--- src/rtl/mem_wb_stage.sv ---
// MEM stage of the pipeline: resolves branches, runs loads/stores against a
// variable-latency req/ready data memory, and holds the MEM/WB pipeline register.
module mem_wb_stage #(
    parameter int unsigned MAX_WAIT = 16
) (
    input  logic        clk,
    input  logic        rst,
    input  logic        ex_mem_MemtoReg,
    input  logic        ex_mem_MemRead,
    input  logic        ex_mem_MemWrite,
    input  logic        ex_mem_Branch,
    input  logic        ex_mem_RegWrite,
    input  logic [31:0] pc_out,
    input  logic        out_zero,
    input  logic [31:0] alu_resultaddress,
    input  logic [31:0] writedata,
    input  logic [4:0]  ex_rd,
    output logic        dmem_req,
    output logic        dmem_we,
    output logic [31:0] dmem_addr,
    output logic [31:0] dmem_wdata,
    input  logic [31:0] dmem_rdata,
    input  logic        dmem_ready,
    output logic        mem_stall,
    output logic        pcsrc,
    output logic [31:0] branch_target,
    output logic        mem_fault,
    output logic        mem_wb_MemtoReg,
    output logic        mem_wb_RegWrite,
    output logic [31:0] mem_wb_readdata,
    output logic [31:0] mem_wb_alu_result,
    output logic [4:0]  mem_wb_rd
);

    typedef enum logic {
        IDLE = 1'b0,
        BUSY = 1'b1
    } state_t;

    localparam logic [7:0] LAST_CNT = 8'(MAX_WAIT - 1);

    state_t      state_q;
    logic [7:0]  cnt_q;
    logic [31:0] addr_q;
    logic [31:0] wdata_q;
    logic        we_q;
    logic        fault_q;
    logic        mwb_mtr_q;
    logic        mwb_rw_q;
    logic [31:0] mwb_rdata_q;
    logic [31:0] mwb_alu_q;
    logic [4:0]  mwb_rd_q;

    logic access_s;
    logic misaligned_s;
    logic start_s;
    logic timeout_s;

    assign access_s     = ex_mem_MemRead | ex_mem_MemWrite;
    assign misaligned_s = access_s & (alu_resultaddress[1:0] != 2'b00);
    assign start_s      = (state_q == IDLE) & access_s & ~misaligned_s;
    // Ready has priority over timeout, so timeout only fires while ready is low.
    assign timeout_s    = (state_q == BUSY) & ~dmem_ready & (cnt_q == LAST_CNT);

    assign mem_stall     = start_s | ((state_q == BUSY) & ~dmem_ready & ~timeout_s);
    assign pcsrc         = ex_mem_Branch & out_zero & (state_q == IDLE);
    assign branch_target = pc_out;

    assign dmem_req   = (state_q == BUSY);
    assign dmem_we    = we_q;
    assign dmem_addr  = addr_q;
    assign dmem_wdata = wdata_q;
    assign mem_fault  = fault_q;

    assign mem_wb_MemtoReg   = mwb_mtr_q;
    assign mem_wb_RegWrite   = mwb_rw_q;
    assign mem_wb_readdata   = mwb_rdata_q;
    assign mem_wb_alu_result = mwb_alu_q;
    assign mem_wb_rd         = mwb_rd_q;

    // Access FSM, captured request fields, fault flag and MEM/WB register.
    always_ff @(posedge clk) begin
        if (rst) begin
            state_q     <= IDLE;
            cnt_q       <= 8'd0;
            addr_q      <= 32'd0;
            wdata_q     <= 32'd0;
            we_q        <= 1'b0;
            fault_q     <= 1'b0;
            mwb_mtr_q   <= 1'b0;
            mwb_rw_q    <= 1'b0;
            mwb_rdata_q <= 32'd0;
            mwb_alu_q   <= 32'd0;
            mwb_rd_q    <= 5'd0;
        end else begin
            case (state_q)
                IDLE: begin
                    if (start_s) begin
                        addr_q  <= alu_resultaddress;
                        we_q    <= ex_mem_MemWrite;
                        wdata_q <= writedata;
                        cnt_q   <= 8'd0;
                        state_q <= BUSY;
                    end else if (misaligned_s) begin
                        fault_q     <= 1'b1;
                        mwb_mtr_q   <= 1'b0;
                        mwb_rw_q    <= 1'b0;
                        mwb_rdata_q <= 32'd0;
                        mwb_alu_q   <= 32'd0;
                        mwb_rd_q    <= 5'd0;
                    end else begin
                        mwb_mtr_q   <= ex_mem_MemtoReg;
                        mwb_rw_q    <= ex_mem_RegWrite;
                        mwb_rdata_q <= 32'd0;
                        mwb_alu_q   <= alu_resultaddress;
                        mwb_rd_q    <= ex_rd;
                    end
                end
                BUSY: begin
                    if (dmem_ready) begin
                        mwb_mtr_q   <= ex_mem_MemtoReg;
                        mwb_rw_q    <= ex_mem_RegWrite;
                        mwb_rdata_q <= we_q ? 32'd0 : dmem_rdata;
                        mwb_alu_q   <= alu_resultaddress;
                        mwb_rd_q    <= ex_rd;
                        state_q     <= IDLE;
                    end else if (timeout_s) begin
                        fault_q     <= 1'b1;
                        mwb_mtr_q   <= 1'b0;
                        mwb_rw_q    <= 1'b0;
                        mwb_rdata_q <= 32'd0;
                        mwb_alu_q   <= 32'd0;
                        mwb_rd_q    <= 5'd0;
                        state_q     <= IDLE;
                    end else begin
                        cnt_q <= cnt_q + 8'd1;
                    end
                end
                default: begin
                    state_q <= IDLE;
                end
            endcase
        end
    end

endmodule

--- config.mk ---
export PLATFORM = sky130hd
export DESIGN_NAME = mem_wb_stage
export DESIGN_NICKNAME = d
export VERILOG_FILES = /design/src/rtl/mem_wb_stage.sv
export SDC_FILE = /design/constraint.sdc
export NUM_CORES = 1
export LEC_CHECK = 0
export CAP_MARGIN = 25
export CORE_AREA = 2 2 122 124
export DETAILED_ROUTE_END_ITERATION = 6
export DIE_AREA = 0 0 124 126
export HOLD_SLACK_MARGIN = 0.1
export PLACE_DENSITY = 0.79
export SETUP_SLACK_MARGIN = 0.05
export SYNTH_ARGS = -nofsm -noshare
export SYNTH_HDL_FRONTEND = slang
export SYNTH_SLANG_ARGS = --single-unit
export TNS_END_PERCENT = 50
--- constraint.sdc ---
create_clock -name clk -period 2.04 [get_ports clk]
set_clock_uncertainty 0.2 [all_clocks]
set_input_delay 0.204 -clock clk [delete_from_list [all_inputs] [get_ports clk]]
set_output_delay 0.204 -clock clk [all_outputs]
set_load 0.1 [all_outputs]
# Yosys cells after proc, flatten, opt, wreduce, memory -nomap -nowiden
# Index checks and enable logic that the tools add are counted.
dict set report totals {
  ff_bits 146
  in_bits 142
  output_inout_bits 172
}
dict set report op_classes {
  add_sub_neg 1
  eq_ne 8
  muxes 36
  bitwise_logic 14
  reduce_logical 5
}
# cell n
set ops {}
lappend ops {{32-bit 2-to-1 mux} 7}
lappend ops {{32-bit case mux with 2 select lines} 2}
lappend ops {{8-bit 2-to-1 mux} 3}
lappend ops {{5-bit 2-to-1 mux} 4}
lappend ops {{8-bit case mux with 2 select lines} 1}
lappend ops {{1-bit 2-to-1 mux} 14}
lappend ops {{2-bit inequality test (second input constant)} 5}
lappend ops {{5-bit case mux with 2 select lines} 1}
lappend ops {{8-bit by 1-bit adder with 8-bit output (second input constant)} 1}
lappend ops {{1-bit bitwise AND} 8}
lappend ops {{8-bit by 4-bit == test with 1-bit output (second input constant)} 1}
lappend ops {{1-bit case mux with 2 select lines} 4}
lappend ops {{1-bit NOT} 4}
lappend ops {{2-bit AND reduction} 2}
lappend ops {{4-bit AND reduction} 1}
lappend ops {{3-bit by 2-bit inequality test with 1-bit output (second input constant)} 1}
lappend ops {{3-bit AND reduction} 1}
lappend ops {{2-bit by 1-bit inequality test with 1-bit output (second input constant)} 1}
lappend ops {{1-bit bitwise OR} 2}
lappend ops {{2-bit nonzero test} 1}

# Depth between registers and ports, before layout
# Gate-level depths: netlist (run 1).
dict set report depth {
  depth_word 6
  mapped_depth 6
  depth_no_buf 5
}

# Worst setup path before layout (run 1)
# Ideal clock, no wire load.
dict set report synth_path {
  kind {flip-flop to flip-flop}
  start {reg state_q, in the netlist dmem_req}
  end {reg cnt_q[0]}
  arrival_time_ps 2529
  slack_ps -778
  stages_incl_launch_ff 6
  n_path_buf 1
  cell_sequence {dfxtp_1 -> nor3_4 -> o21ai_2 -> clkbuf_1 -> nand2_1 -> o22ai_1}
}
dict set report synth_between {
  elab_chain_len 5
  word_cells_on_any_way 10
  classes_between {eq/ne (3); mux (1); bitwise (5); reduce/logical (1)}
}
# element line_no
set synth_rtl {}
lappend synth_rtl {{start, declared} 42} ;# state_t state_q;
lappend synth_rtl {{start signal, assigned} 84} ;# state_q <= IDLE;
lappend synth_rtl {{start signal, assigned} 103} ;# state_q <= BUSY;
lappend synth_rtl {{start signal, assigned} 126} ;# state_q <= IDLE;
lappend synth_rtl {{1-bit NOT (no line)} --}
lappend synth_rtl {{1-bit bitwise AND (2 in a row)} 61} ;# assign start_s = (state_q == IDLE) & access_s & ~misaligned_s;
lappend synth_rtl {{2-bit inequality test (no line)} --}
lappend synth_rtl {{3-bit AND reduction (no line)} --}
lappend synth_rtl {{end signal, assigned} 136} ;# cnt_q <= cnt_q + 8'd1;
lappend synth_rtl {{end, declared} 43} ;# logic [7:0] cnt_q;
# Several ways; a longest one is shown, not always the timed one.
# A chain may end at the register's enable or synchronous reset.

# Final worst setup path (run 1)
dict set report layout_path {
  start {reg cnt_q[5]}
  end {out mem_stall}
}
dict set report layout_between {
  elab_chain_len 5
}
# element line_no
set layout_rtl {}
lappend layout_rtl {{8-bit by 4-bit == test with 1-bit output} 63} ;# assign timeout_s = (state_q == BUSY) & ~dmem_ready & (cnt_q == LAST_CNT);
lappend layout_rtl {{1-bit bitwise AND} 63}
lappend layout_rtl {{1-bit NOT} 65} ;# assign mem_stall = start_s | ((state_q == BUSY) & ~dmem_ready & ~timeout_s);
lappend layout_rtl {{1-bit bitwise AND} 65}
lappend layout_rtl {{1-bit bitwise OR} 65}
lappend layout_rtl {{end, declared} 24} ;# output logic mem_stall,
# No other way between the ends.

==> results_dict.tcl, run 1 <==
set metrics [dict create \
    p_seq_frac 0.407 \
    dieHeight_um 126 \
    synthArstFlopShare 0 \
    p_clk_frac 0.399 \
    hold_end "dmem_wdata[12]$_SDFFE_PP0P_" \
    clock_path_buffers 2 \
    rr_startpoint "cnt_q[5]$_SDFFE_PP0P_" \
    r2r_end "mem_wb_alu_result[19]$_SDFFE_PP0P_" \
    status "complete, no violations" \
    synthSimpleGateAreaFrac 0.1347 \
    grt_setup_unrepaired "true" \
    p_leak_nw 3.374 \
    syn-num-nets 681 \
    slew_viol_final 0 \
    placementRows 44 \
    start_util 0.3627 \
    cp.required_ns 1.64 \
    min_from "writedata[12]" \
    clk_latency_ns 0.41 \
    synth_seq_cells 146 \
    cts-root-buf "clkbuf_16" \
    crit_arrival_ns 1.61 \
    htree_num_levels 4 \
    gp_congestion 0.8138 \
    yosysWarnings 0 \
    grt_pass1_vias 4557 \
    drt-pass1-iter-count 6 \
    irDropWorstVdd_uv 674.9 \
    slowest_delay_ns 0.39 \
    fin_total_pwr_mw 7.372 \
    yosys.area.top_type "dfxtp_1" \
    p_switching_mw 2.215 \
    synth_mux_area_frac 0.001928 \
    die_w_um 124 \
    finalCritPeriodShare 0.9889 \
    reg2regPathDepth 6 \
    synth_top_family_by_area "compound AO/OA/AOI/OAI gates" \
    power_density_mw_per_mm2 913.5 \
    num-fill-cells 1276 \
    rrSetupSlack_ns 0.06 \
    swShare 0.3004 \
    cts_buffers 17 \
    via_per_inst 4.958 \
    synth-edff-count 0 \
    cp-start-kind "flop" \
    critPathSlowestCell "or3_4" \
    period_needed_ns 2.017 \
    drv_cap 0 \
    intPower_mw 5.157 \
    synth_adder_area_share 0.002410 \
    netlist_top_cells_area "dfxtp_1, a22o_1, nand2_1" \
    fin_hold_ws_ns 0.1389 \
    nNetsFinal 904 \
    grt_antenna_before_repair 0 \
    syn_avg_cell_area_sq_um 9.649 \
    synth_compound_area_frac 0.2090 \
    slew_headroom 0.6680 \
    drive_above_1_share 0.2720 \
    hold_class "in -> reg" \
    yosysMostFrequentCell "dfxtp_1" \
    synth_xor_area_frac 0 \
    crit_path_end_kind "output pin" \
    cp_cell_sequence "or3_4 > o21ai_4 > nand2_2 > buf_12" \
    netlist_top_cells_count "dfxtp_1, nand2_1, a22o_1" \
    seq_area_frac_synth 0.5630 \
    syn-cell-area_sq_mm 0.005191 \
    grt_max_degree 43 \
    place.port_buffers 249 \
    critical_path_class "reg -> out" \
    grt_use_total 0.1973 \
    dp_hpwl_mm 10.94 \
    synth_cells 538 \
    wirelength_mm 15.64 \
    crit_fanout 6 \
    utilization 0.5638 \
    wire_per_inst_um 16.36 \
    area_growth_pct 55.46 \
    post-route-drc-count 0 \
    core_area_sq_mm 0.01431 \
    grt_overflow_total 0 \
    antenna_left 0 \
    io-pin-count 314 \
    synth-main-ff-cell "dfxtp_1" \
    antennaDiodeCount 0 \
    cts_tree "yes" \
    clkSinkCount 146 \
    whs_path_depth 3 \
    grt_pass1_wl_mm 23.75 \
    finalHoldViolations 0 \
    finalSetupViolCount 0 \
    vias 4740 \
    clock.fmax_mhz 495.7 \
    die_area_sq_mm 0.01562 \
    drtIter0Drc 254 \
    combPwrFrac 0.194 \
    worst_pin_slew_ns 0.4980 \
    netlist.area_leader.share 0.5630 \
    synth_cell_type_count 38 \
    clkTransAtPathRegs_ns 0.06 \
]
through the flow:
stage	TNS (ns)	instance area, sq um	setup WS, ns	instances
floorplan	0	5201	0.03632	538
global placement	0	7455	0.009076	921
detailed placement	-0.4589	7455	-0.02539	921
CTS	0	8064	0.01260	956
global route	-0.02725	8070	-0.02725	956
finish	0	8070	0.02267	956
final cells by class:
type	count	area, sq um	area share
Clock buffer	22	475.5	0.05891
Timing Repair Buffer	275	2472	0.3064
Tap cell	184	230.2	0.02853
Inverter	4	15.01	0.001860
Clock inverter	8	78.83	0.009767
Multi-Input combinational cell	317	1862	0.2307
Sequential cell	146	2937	0.3639
worst max path at each step:
stage                     startpoint                                  to  slack, ns  cells past startpoint
4_1_cts        cnt_q[5]$_SDFFE_PP0P_                           mem_stall       0.01                      4
3_5_place_dp   cnt_q[1]$_SDFFE_PP0P_  mem_wb_alu_result[17]$_SDFFE_PP0P_      -0.03                      6
5_1_grt        cnt_q[5]$_SDFFE_PP0P_                           mem_stall      -0.03                      4
2_1_floorplan    dmem_req$_SDFF_PP0_               cnt_q[0]$_SDFFE_PP0P_       0.04                      5
3_3_place_gp   cnt_q[1]$_SDFFE_PP0P_  mem_wb_alu_result[23]$_SDFFE_PP0P_      0.009                      6
6_report       cnt_q[5]$_SDFFE_PP0P_                           mem_stall       0.02                      4
repair_timing:
action / 4_1_cts / 5_1_grt
gates cloned: 0 / 0
pin swaps: 3 / 0
gates resized for setup: 4 / 3
hold endpoints to repair: 10 / 0
buffers inserted: 4 / 0
endpoints found under the setup margin: 72 / 72
hold buffers: 1 / 0
state kept, by name (all words and copies together) (netlist names), 5 cells and up:
register	count
cnt_q	8
dmem_addr	32
dmem_wdata	32
mem_wb_alu_result	32
mem_wb_rd	5
mem_wb_readdata	32
metal layers:
metal	GRT usage	up-vias	routed length, um
met1	0.2244	2214	6216
li1	-	2282	-
met5	0	-	0
met4	0.06543	0	267
met3	0.08469	22	1738
met2	0.3306	222	7419
cells by family (layout without fill, tap and decap cells):
kind of cell	Yosys count	after routing
compound gates	151	151
flops	146	146
buf+inv	75	309
mux	1	1
simple gates	164	164
fa+ha+maj	1	1
worst max-delay path: cells and delay by family (launching register included):
| family | cells | cell delay (ns) |
|---|---|---|
| AND/OR/NAND/NOR | 2 | 0.49 |
| buffers and inverters | 1 | 0.18 |
| flip-flops | 1 | 0.36 |
| AO/OA/AOI/OAI | 1 | 0.18 |
cell usage in the layout (no fill, tap or decap), drive strengths merged, types with 2 or more instances in the layout:
master and instances:
a22oi 3, and3 2, nor4bb 2, o21ai 2, a21oi 65, o32ai 2
a31oi 2, nor3 6, buf 166, nor2 7, nand3 4, inv 5
nand2 132, nand2b 2, dfxtp 146, a22o 72, clkbuf 22, or4 2
clkinv 5, clkdlybuf4s50 108
power by group through the flow:
stage	Clock (mW)	Combinational [mW]	Sequential, mW
after floorplan	0	0.536	3.75
after global placement	0	1.42	3.07
after detailed placement	0	1.43	3.07
after CTS	3.02	1.44	3.00
after global routing	3.14	1.49	3.01
final	2.94	1.43	3.00
(Power assumes the default switching activity.)
==> run 2: changes to the inputs <==
--- a/config.mk
+++ b/config.mk
@@ -12,6 +12,7 @@
 export HOLD_SLACK_MARGIN = 0.1
 export PLACE_DENSITY = 0.79
 export SETUP_SLACK_MARGIN = 0.05
+export SLEW_MARGIN = 10
 export SYNTH_ARGS = -nofsm -noshare
 export SYNTH_HDL_FRONTEND = slang
 export SYNTH_SLANG_ARGS = --single-unit
==> results of run 2 <==
The final DEF is identical to that of run 1; final timing and power are the same.
==> run 3: changes to the inputs <==
--- a/config.mk
+++ b/config.mk
@@ -10,7 +10,7 @@
 export DETAILED_ROUTE_END_ITERATION = 6
 export DIE_AREA = 0 0 124 126
 export HOLD_SLACK_MARGIN = 0.1
-export PLACE_DENSITY = 0.79
+export PLACE_DENSITY = 0.81
 export SETUP_SLACK_MARGIN = 0.05
 export SLEW_MARGIN = 10
 export SYNTH_ARGS = -nofsm -noshare
==> results_dict.tcl, run 3 (synthesis gave the netlist of run 1 again) <==
set metrics [dict create \
    fin_total_pwr_mw 7.808 \
    critPathSlowestCell "dfxtp_2" \
    drt-pass1-iter-count 5 \
    tns_ns -0.02839 \
    grt_max_degree 40 \
    io-pin-count 314 \
    gp_congestion 0.7337 \
    core_area_sq_mm 0.01431 \
    finalCritPeriodShare 1.006 \
    status "finished, violations left" \
    endpoint "mem_stall" \
    path_common_cell "buf_12" \
    reg2regPathDepth 9 \
    worst_pin_slew_ns 0.3921 \
    power_density_mw_per_mm2 927.7 \
    antenna_left 0 \
    critical_path_class "reg -> out" \
    period_needed_ns 2.053 \
    cp-start-kind "flop" \
    p_leak_nw 3.549 \
    layout_common_cells "buf_4, dfxtp_1, nand2_1, clkdlybuf4s50_1, a22o_1" \
    num-fill-cells 1196 \
    rr_startpoint "cnt_q[0]$_SDFFE_PP0P_" \
    clkTransAtPathRegs_ns 0.07 \
    finalSetupViolCount 4 \
    clock_path_buffers 2 \
    grt_setup_unrepaired "true" \
    clock.fmax_mhz 487.2 \
    place.port_buffers 249 \
    cp_top_family "flip-flops" \
    vias 4835 \
    dp_hpwl_mm 11.56 \
    slowest_delay_ns 0.35 \
    grt_pass1_wl_mm 25.27 \
    drtIter0Drc 211 \
    grt_antenna_before_repair 0 \
    grt_use_total 0.2121 \
    crit_fanout 3 \
    htree_num_levels 4 \
    hold_class "in -> reg" \
    cts_buffers 17 \
    slew_headroom 0.7386 \
    area_growth_pct 62.11 \
    cts_tree "yes" \
    nNetsFinal 919 \
    slew_viol_final 0 \
    crit_path_end_kind "output pin" \
    antennaDiodeCount 0 \
    rrSetupSlack_ns -0.01 \
    clk_latency_ns 0.42 \
    crit_arrival_ns 1.65 \
    cp_cell_sequence "ha_4 > nand4b_1 > o21ai_4 > buf_12 > nand2_8 > buf_12" \
    design_area_sq_mm 0.008416 \
    drive_above_1_share 0.2953 \
    placementRows 44 \
    die_area_sq_mm 0.01562 \
    placed_area_sq_mm 0.007427 \
    start_util 0.3627 \
    post-route-drc-count 0 \
    r2r_end "mem_wb_alu_result[30]$_SDFFE_PP0P_" \
    clkSinkCount 146 \
    irDropWorstVdd_uv 702.5 \
    cp.required_ns 1.64 \
    cp.depth 6 \
    dieHeight_um 126 \
    violations "negative setup slack" \
    cp-startpoint "cnt_q[0]$_SDFFE_PP0P_" \
    setup_ws_ns -0.01261 \
    finalHoldViolations 0 \
    cts-root-buf "clkbuf_16" \
    drv_cap 0 \
    grt_overflow_total 0 \
    wirelength_mm 17.43 \
    grt_pass1_vias 4842 \
    wire_per_inst_um 17.91 \
    cp_num_buf_inv 2 \
    via_per_inst 4.969 \
    final_common_cell "buf_4" \
    die_w_um 124 \
]
[run 3: what timing repair did]
action | 4_1_cts | 5_1_grt
endpoints found under the hold margin | 13 | 0
hold buffers | 1 | 0
gates cloned | 2 | 3
setup buffers | 8 | 8
resized for setup | 13 | 4
setup endpoints to repair | 3 | 70
pin swaps | 12 | 1
[run 3: worst reg2reg max path: cells and delay by family, from the launching register on]
family | cells | cell delay, ns
AO/OA/AOI/OAI | 3 | 0.51
adder cells (fa/ha/maj) | 1 | 0.14
buffers and inverters | 4 | 0.56
flip-flops | 1 | 0.35
AND/OR/NAND/NOR | 1 | 0.17
[run 3: layout make-up]
type | count | area [sq um] | area share
repair buffers | 290 | 2726 | 0.3240
clock inverters | 13 | 171.4 | 0.02037
flip-flops and latches | 146 | 2935 | 0.3488
inverters | 4 | 15.01 | 0.001784
clock buffers | 19 | 452.9 | 0.05382
well taps | 184 | 230.2 | 0.02736
multi-input cells | 317 | 1884 | 0.2239
[run 3: worst min-delay path by stage]
stage	start	end	slack, ns	depth (start not counted)
after floorplan	ex_mem_MemtoReg	mem_wb_MemtoReg$_SDFFE_PP0P_	0.13	1
after global placement	pc_out[15]	branch_target[15]	0.21	0
after detailed placement	pc_out[15]	branch_target[15]	0.21	0
after CTS	writedata[19]	dmem_wdata[19]$_SDFFE_PP0P_	0.10	3
after global routing	writedata[19]	dmem_wdata[19]$_SDFFE_PP0P_	0.12	3
final	writedata[19]	dmem_wdata[19]$_SDFFE_PP0P_	0.13	3
[run 3: power by group]
part	internal (mW)	total [mW]	switching, mW
registers	2.95	3.00	0.0547
logic	0.484	1.50	1.02
clock network	2.01	3.30	1.29
total	5.44	7.81	2.36
[run 3: routing by layer]
layer	wire, um	vias to the layer above	track usage
met2	8585	211	0.3710
met4	399	0	0.08328
met5	0	-	0
met1	6832	2265	0.2282
li1	-	2322	-
met3	1608	37	0.08107
[run 3: metrics by stage]
step / cells / hold slack (ns) / util / setup slack [ns]
3_3_place_gp: 919 / 0.2087 / 0.5189 / -0.2192
2_1_floorplan: 538 / 0.1295 / - / 0.03632
6_report: 973 / 0.1262 / 0.5879 / -0.01261
3_5_place_dp: 919 / 0.2087 / 0.5189 / -0.2950
5_1_grt: 973 / 0.1244 / 0.5879 / -0.1035
4_1_cts: 962 / 0.1036 / 0.5757 / -0.03701
